<file path="src/rtl/id_stage.sv">
// Decode stage: MIPS-subset main decoder feeding a 2-entry skid buffer.
// Decode happens on entry; outputs come straight from the main entry.
module id_stage (
   input  logic        clk,
   input  logic        rst,
   input  logic        in_valid,
   output logic        in_ready,
   input  logic [31:0] instruction,
   input  logic [31:0] pc_in,
   input  logic        flush,
   input  logic        out_ready,
   output logic        out_valid,
   output logic [31:0] pc_out,
   output logic [4:0]  rs,
   output logic [4:0]  rt,
   output logic [4:0]  rd,
   output logic [4:0]  shamt,
   output logic [15:0] imm16,
   output logic [25:0] target,
   output logic        RegDst,
   output logic        ALUSrc,
   output logic        MemToReg,
   output logic        RegWrite,
   output logic        MemWrite,
   output logic        Branch,
   output logic        Jump,
   output logic        ExtOp,
   output logic [2:0]  ALUCtr,
   output logic        illegal
);

   typedef struct packed {
      logic       reg_dst;
      logic       alu_src;
      logic       mem_to_reg;
      logic       reg_write;
      logic       mem_write;
      logic       branch;
      logic       jump;
      logic       ext_op;
      logic [2:0] alu_ctr;
      logic       illegal;
   } ctrl_t;

   typedef struct packed {
      logic [31:0] pc;
      logic [25:0] body;
      ctrl_t       ctrl;
   } entry_t;

   typedef enum logic [1:0] {
      EMPTY,
      ONE,
      FULL
   } state_t;

   localparam logic [2:0] ALU_ADD = 3'b000;
   localparam logic [2:0] ALU_SUB = 3'b001;
   localparam logic [2:0] ALU_OR  = 3'b010;
   localparam logic [2:0] ALU_SLT = 3'b011;
   localparam logic [2:0] ALU_LUI = 3'b100;

   state_t state, state_n;
   entry_t main_q, main_n;
   entry_t skid_q, skid_n;
   entry_t dec;
   logic   in_ready_q;
   logic   accept;
   logic   consume;

   logic [5:0] op;
   logic [5:0] funct;

   assign op    = instruction[31:26];
   assign funct = instruction[5:0];

   always_comb begin
      dec      = '0;
      dec.pc   = pc_in;
      dec.body = instruction[25:0];
      // The all-zero word is a NOP and stays fully quiet.
      if (instruction != 32'h0) begin
         case (op)
            6'h00: begin
               dec.ctrl.reg_dst   = 1'b1;
               dec.ctrl.reg_write = 1'b1;
               case (funct)
                  6'h21:   dec.ctrl.alu_ctr = ALU_ADD;
                  6'h23:   dec.ctrl.alu_ctr = ALU_SUB;
                  6'h2A:   dec.ctrl.alu_ctr = ALU_SLT;
                  default: dec.ctrl = '{illegal: 1'b1, default: '0};
               endcase
            end
            6'h09: begin
               dec.ctrl.alu_src   = 1'b1;
               dec.ctrl.reg_write = 1'b1;
               dec.ctrl.ext_op    = 1'b1;
               dec.ctrl.alu_ctr   = ALU_ADD;
            end
            6'h0D: begin
               dec.ctrl.alu_src   = 1'b1;
               dec.ctrl.reg_write = 1'b1;
               dec.ctrl.alu_ctr   = ALU_OR;
            end
            6'h0F: begin
               dec.ctrl.alu_src   = 1'b1;
               dec.ctrl.reg_write = 1'b1;
               dec.ctrl.alu_ctr   = ALU_LUI;
            end
            6'h23: begin
               dec.ctrl.alu_src    = 1'b1;
               dec.ctrl.mem_to_reg = 1'b1;
               dec.ctrl.reg_write  = 1'b1;
               dec.ctrl.ext_op     = 1'b1;
               dec.ctrl.alu_ctr    = ALU_ADD;
            end
            6'h2B: begin
               dec.ctrl.alu_src   = 1'b1;
               dec.ctrl.mem_write = 1'b1;
               dec.ctrl.ext_op    = 1'b1;
               dec.ctrl.alu_ctr   = ALU_ADD;
            end
            6'h04: begin
               dec.ctrl.branch  = 1'b1;
               dec.ctrl.ext_op  = 1'b1;
               dec.ctrl.alu_ctr = ALU_SUB;
            end
            6'h02: dec.ctrl.jump = 1'b1;
            default: dec.ctrl.illegal = 1'b1;
         endcase
      end
   end

   assign accept  = in_valid & in_ready_q;
   assign consume = (state != EMPTY) & out_ready;

   always_comb begin
      state_n = state;
      main_n  = main_q;
      skid_n  = skid_q;
      if (flush) begin
         state_n = EMPTY;
      end else begin
         case (state)
            EMPTY: begin
               if (accept) begin
                  state_n = ONE;
                  main_n  = dec;
               end
            end
            ONE: begin
               if (accept && consume) begin
                  main_n = dec;
               end else if (accept) begin
                  state_n = FULL;
                  skid_n  = dec;
               end else if (consume) begin
                  state_n = EMPTY;
               end
            end
            FULL: begin
               if (consume) begin
                  state_n = ONE;
                  main_n  = skid_q;
               end
            end
            default: state_n = EMPTY;
         endcase
      end
   end

   always_ff @(posedge clk or negedge rst) begin
      if (!rst) begin
         state      <= EMPTY;
         main_q     <= '0;
         skid_q     <= '0;
         in_ready_q <= 1'b1;
      end else begin
         state      <= state_n;
         main_q     <= main_n;
         skid_q     <= skid_n;
         in_ready_q <= (state_n != FULL);
      end
   end

   assign in_ready  = in_ready_q;
   assign out_valid = (state != EMPTY);
   assign pc_out    = main_q.pc;
   assign rs        = main_q.body[25:21];
   assign rt        = main_q.body[20:16];
   assign rd        = main_q.body[15:11];
   assign shamt     = main_q.body[10:6];
   assign imm16     = main_q.body[15:0];
   assign target    = main_q.body;
   assign RegDst    = main_q.ctrl.reg_dst;
   assign ALUSrc    = main_q.ctrl.alu_src;
   assign MemToReg  = main_q.ctrl.mem_to_reg;
   assign RegWrite  = main_q.ctrl.reg_write;
   assign MemWrite  = main_q.ctrl.mem_write;
   assign Branch    = main_q.ctrl.branch;
   assign Jump      = main_q.ctrl.jump;
   assign ExtOp     = main_q.ctrl.ext_op;
   assign ALUCtr    = main_q.ctrl.alu_ctr;
   assign illegal   = main_q.ctrl.illegal;

endmodule

</file>
<file path="config.mk">
export PLATFORM = sky130hd
export DESIGN_NAME = id_stage
export DESIGN_NICKNAME = d
export VERILOG_FILES = /design/src/rtl/id_stage.sv
export SDC_FILE = /design/constraint.sdc
export NUM_CORES = 1
export LEC_CHECK = 0
export ABC_AREA = 1
export BUFFER_PORTS_ARGS = -buffer_cell sky130_fd_sc_hd__clkbuf_2
export CORE_MARGIN = 2
export CORE_UTILIZATION = 50
export DETAILED_ROUTE_END_ITERATION = 16
export PLACE_DENSITY_LB_ADDON = 0.1
export SETUP_SLACK_MARGIN = 0.3
export SLEW_MARGIN = 0
export SYNTH_ARGS = -nofsm -noshare
export SYNTH_HDL_FRONTEND = slang
export SYNTH_SLANG_ARGS = --single-unit
</file>
<file path="constraint.sdc">
create_clock -name clk -period 4.6 [get_ports clk]
set_input_delay 0.92 -clock clk [delete_from_list [all_inputs] [get_ports clk]]
set_output_delay 0.92 -clock clk [all_outputs]
set_load 0.02 [all_outputs]
</file>
==> results.toml <==
[route]
drt_iter0_markers = 363
drc = 0
post_drt_wl_per_cell_um = 13.77
via_count = 5669
postRouteAntennaNets = 0
dr.pass1.iters = 5
vias_per_cell = 5.062
wirelength_um = 15430

[sta]
fmax_mhz = 359.6
fin_worst_skew_ns = 0.004855
setup-violations-final = 0
hold_viol = 0
min_period_ns = 2.781
finalCritPeriodShare_pct = 60.46
slew_headroom_pct = 39.05
worst_pin_slew_ns = 0.9129
timing.hold.ws_ns = 0.4675
rsz0062_at_grt = "no"
finalMaxSlewViolations = 0
fin_setup_tns_ns = 0

[setup_path]
required_ns = 4.88
cp-start-kind = "primary input"
crit_type = "primary input to flip-flop"
crit_arrival_ns = 3.06
rr_worst_depth = 9
worst-path-max-fanout = 64
cp-end-kind = "flip-flop"

[global_route]
gr-total-overflow = 0
track_usage_pct = 23.45
grt_pass1_vias = 5476
grt_max_degree = 96
antenna_found_initial = 0
grt_pass1_wl_um = 26210

[synth]
synth.distinct_cells = 24
synth_seq_cells = 143
yosys_warnings = 0
avgSynthCellArea_um2 = 8.006
syn-num-nets = 881
seq_area_frac_synth_pct = 55.06
netlist_instances = 812
syn-cell-area_mm2 = 0.006501

[placed_design]
gp_congestion = 0.8654
port_buffers = 176
dp_hpwl_um = 10110
dp_cells = 1089

[cells_and_area]
final_common_cell = "nand2_1"
nets = 1005
final_cell_mix = "nand2_1 (349), clkbuf_2 (175), dfrtp_1 (142), nor2_1 (104), a31oi_1 (58)"
antenna_cells = 0
multi_input_area_mm2 = 0.002392
instances_no_fill = 1120
syn_to_final_growth_pct = 19.77
drive_gt1_share_pct = 23.52
num-fill-cells = 1167
seq_area_mm2 = 0.003580

[clock_network]
cts_max_path_buffers = 2
clock_sinks = 143
numCtsBuffers = 17
htree_levels = 4
clkSlewWorstSetupHoldPaths_ns = 0.06
holdBufCountCts = 0
tritoncts = "built"
cts_resized = 0
post_cts.repair.setup_buffers = 0
clk_latency_ns = 0.41
cts_root_buffer = "clkbuf_16"

[hold_path]
hold_class = "flip-flop to flip-flop"
holdPathStages = 2

[floorplan]
start_util_pct = 51.31
core_area_mm2 = 0.01267
die_x_um = 118.0
rows = 41
die_area_mm2 = 0.01393
fp.dieH_um = 118.0
io_pins = 177

[pwr]
power_density_mw_per_mm2 = 504.8
vdd_drop_max_uv = 301.8
leakagePower_nw = 4.084

[run]
drv_cap = 0

[outcome]
run_status = "finished, final reports clean"
-- power breakdown --
| part | leakage (nW) | internal, mW | total [mW] | switching (mW) |
|---|---|---|---|---|
| registers | 1.73 | 1.54 | 1.71 | 0.172 |
| logic | 2.06 | 0.308 | 0.907 | 0.599 |
| clock network | 0.289 | 0.822 | 1.31 | 0.489 |
| total | 4.08 | 2.67 | 3.93 | 1.26 |
-- stage by stage --
| step | power (mW) | utilization (%) | cell area [µm²] | setup slack [ns] |
|---|---|---|---|---|
| 4_1_cts | 3.976 | 61.45 | 7786 | 1.861 |
| 3_5_place_dp | 2.652 | 56.95 | 7216 | 1.412 |
| 6_report | 3.931 | 61.45 | 7786 | 1.819 |
| 3_3_place_gp | 2.617 | 56.95 | 7216 | 1.505 |
| 5_1_grt | 4.152 | 61.45 | 7786 | 1.530 |
| 2_1_floorplan | 2.384 | - | 6501 | 2.577 |
-- cell families after synthesis --
group	Yosys count	synth area share [%]
buf+inv	98	8.218
simple gates	473	27.93
compound gates	98	8.795
flops	143	55.06
-- per-layer routing --
layer	track usage (%)	vias up	share of wire, %
li1	-	2791	-
met1	28.41	2677	42
met2	40.30	185	50
met3	6.250	16	6.8
met4	8.434	0	1.2
met5	0	-	0
-- Yosys cell counts --
| cell | n | area share [%] |
|---|---|---|
| nand2_1 | 349 | 20 |
| dfrtp_1 | 142 | 55 |
| nor2_1 | 104 | 6.0 |
| a31oi_1 | 58 | 5.6 |
| buf_4 | 37 | 4.3 |
| clkbuf_1 | 24 | 1.4 |
| buf_2 | 16 | 1.2 |
| a21oi_1 | 15 | 1.2 |
| inv_1 | 14 | 0.81 |
| o21ai_0 | 14 | 1.1 |
| nand3_1 | 12 | 0.92 |
| o21ai_1 | 8 | 0.62 |
| inv_2 | 6 | 0.35 |
| nand4_1 | 3 | 0.29 |
| a2bb2oi_1 | 1 | 0.13 |
| buf_6 | 1 | 0.17 |
| dfstp_2 | 1 | 0.40 |
| nand2_2 | 1 | 0.096 |
| nand3_2 | 1 | 0.15 |
| nor2_2 | 1 | 0.096 |
| nor3b_1 | 1 | 0.12 |
| o211ai_1 | 1 | 0.12 |
| o21bai_1 | 1 | 0.12 |
| or2_2 | 1 | 0.096 |
-- flip-flops by register name, summed over array words and instances, names as in the netlist --
| name | flops |
|---|---|
| illegal | 1 |
| RegDst | 1 |
| MemWrite | 1 |
| state | 2 |
| in_ready | 1 |
| ALUSrc | 1 |
| Branch | 1 |
| ExtOp | 1 |
| MemToReg | 1 |
| skid_q | 70 |
| target | 26 |
| Jump | 1 |
| ALUCtr | 3 |
| pc_out | 32 |
| RegWrite | 1 |
-- layout make-up --
class / count / area share (%)
Clock inverter: 6 / 0.7071
Multi-Input combinational cell: 571 / 30.72
Sequential cell: 143 / 45.97
Timing Repair Buffer: 183 / 12.23
Clock buffer: 25 / 6.621
Tap cell: 172 / 2.764
Inverter: 20 / 0.9802
-- critical path, stage by stage --
cell	delay (ns)
clkbuf_2	0.08
nand2_1	0.14
inv_1	0.07
nand3_1	0.09
nand2_1	0.07
nand3_2	0.26
clkinv_2	0.73
buf_12	0.47
nor2_1	0.14
a31oi_1	0.05
-- final timing paths --
check                                start  slack, ns         end
worst max-delay path              in_valid       1.82  pc_out[13]
worst min-delay path            skid_q[34]       0.47  skid_q[34]
worst max register to register    state[1]       1.90  pc_out[13]
worst min register to register  skid_q[34]       0.47  skid_q[34]
max in group asynchronous              rst       3.13       ExtOp
min in group asynchronous              rst       0.57   target[5]
(Power assumes the default switching activity.)
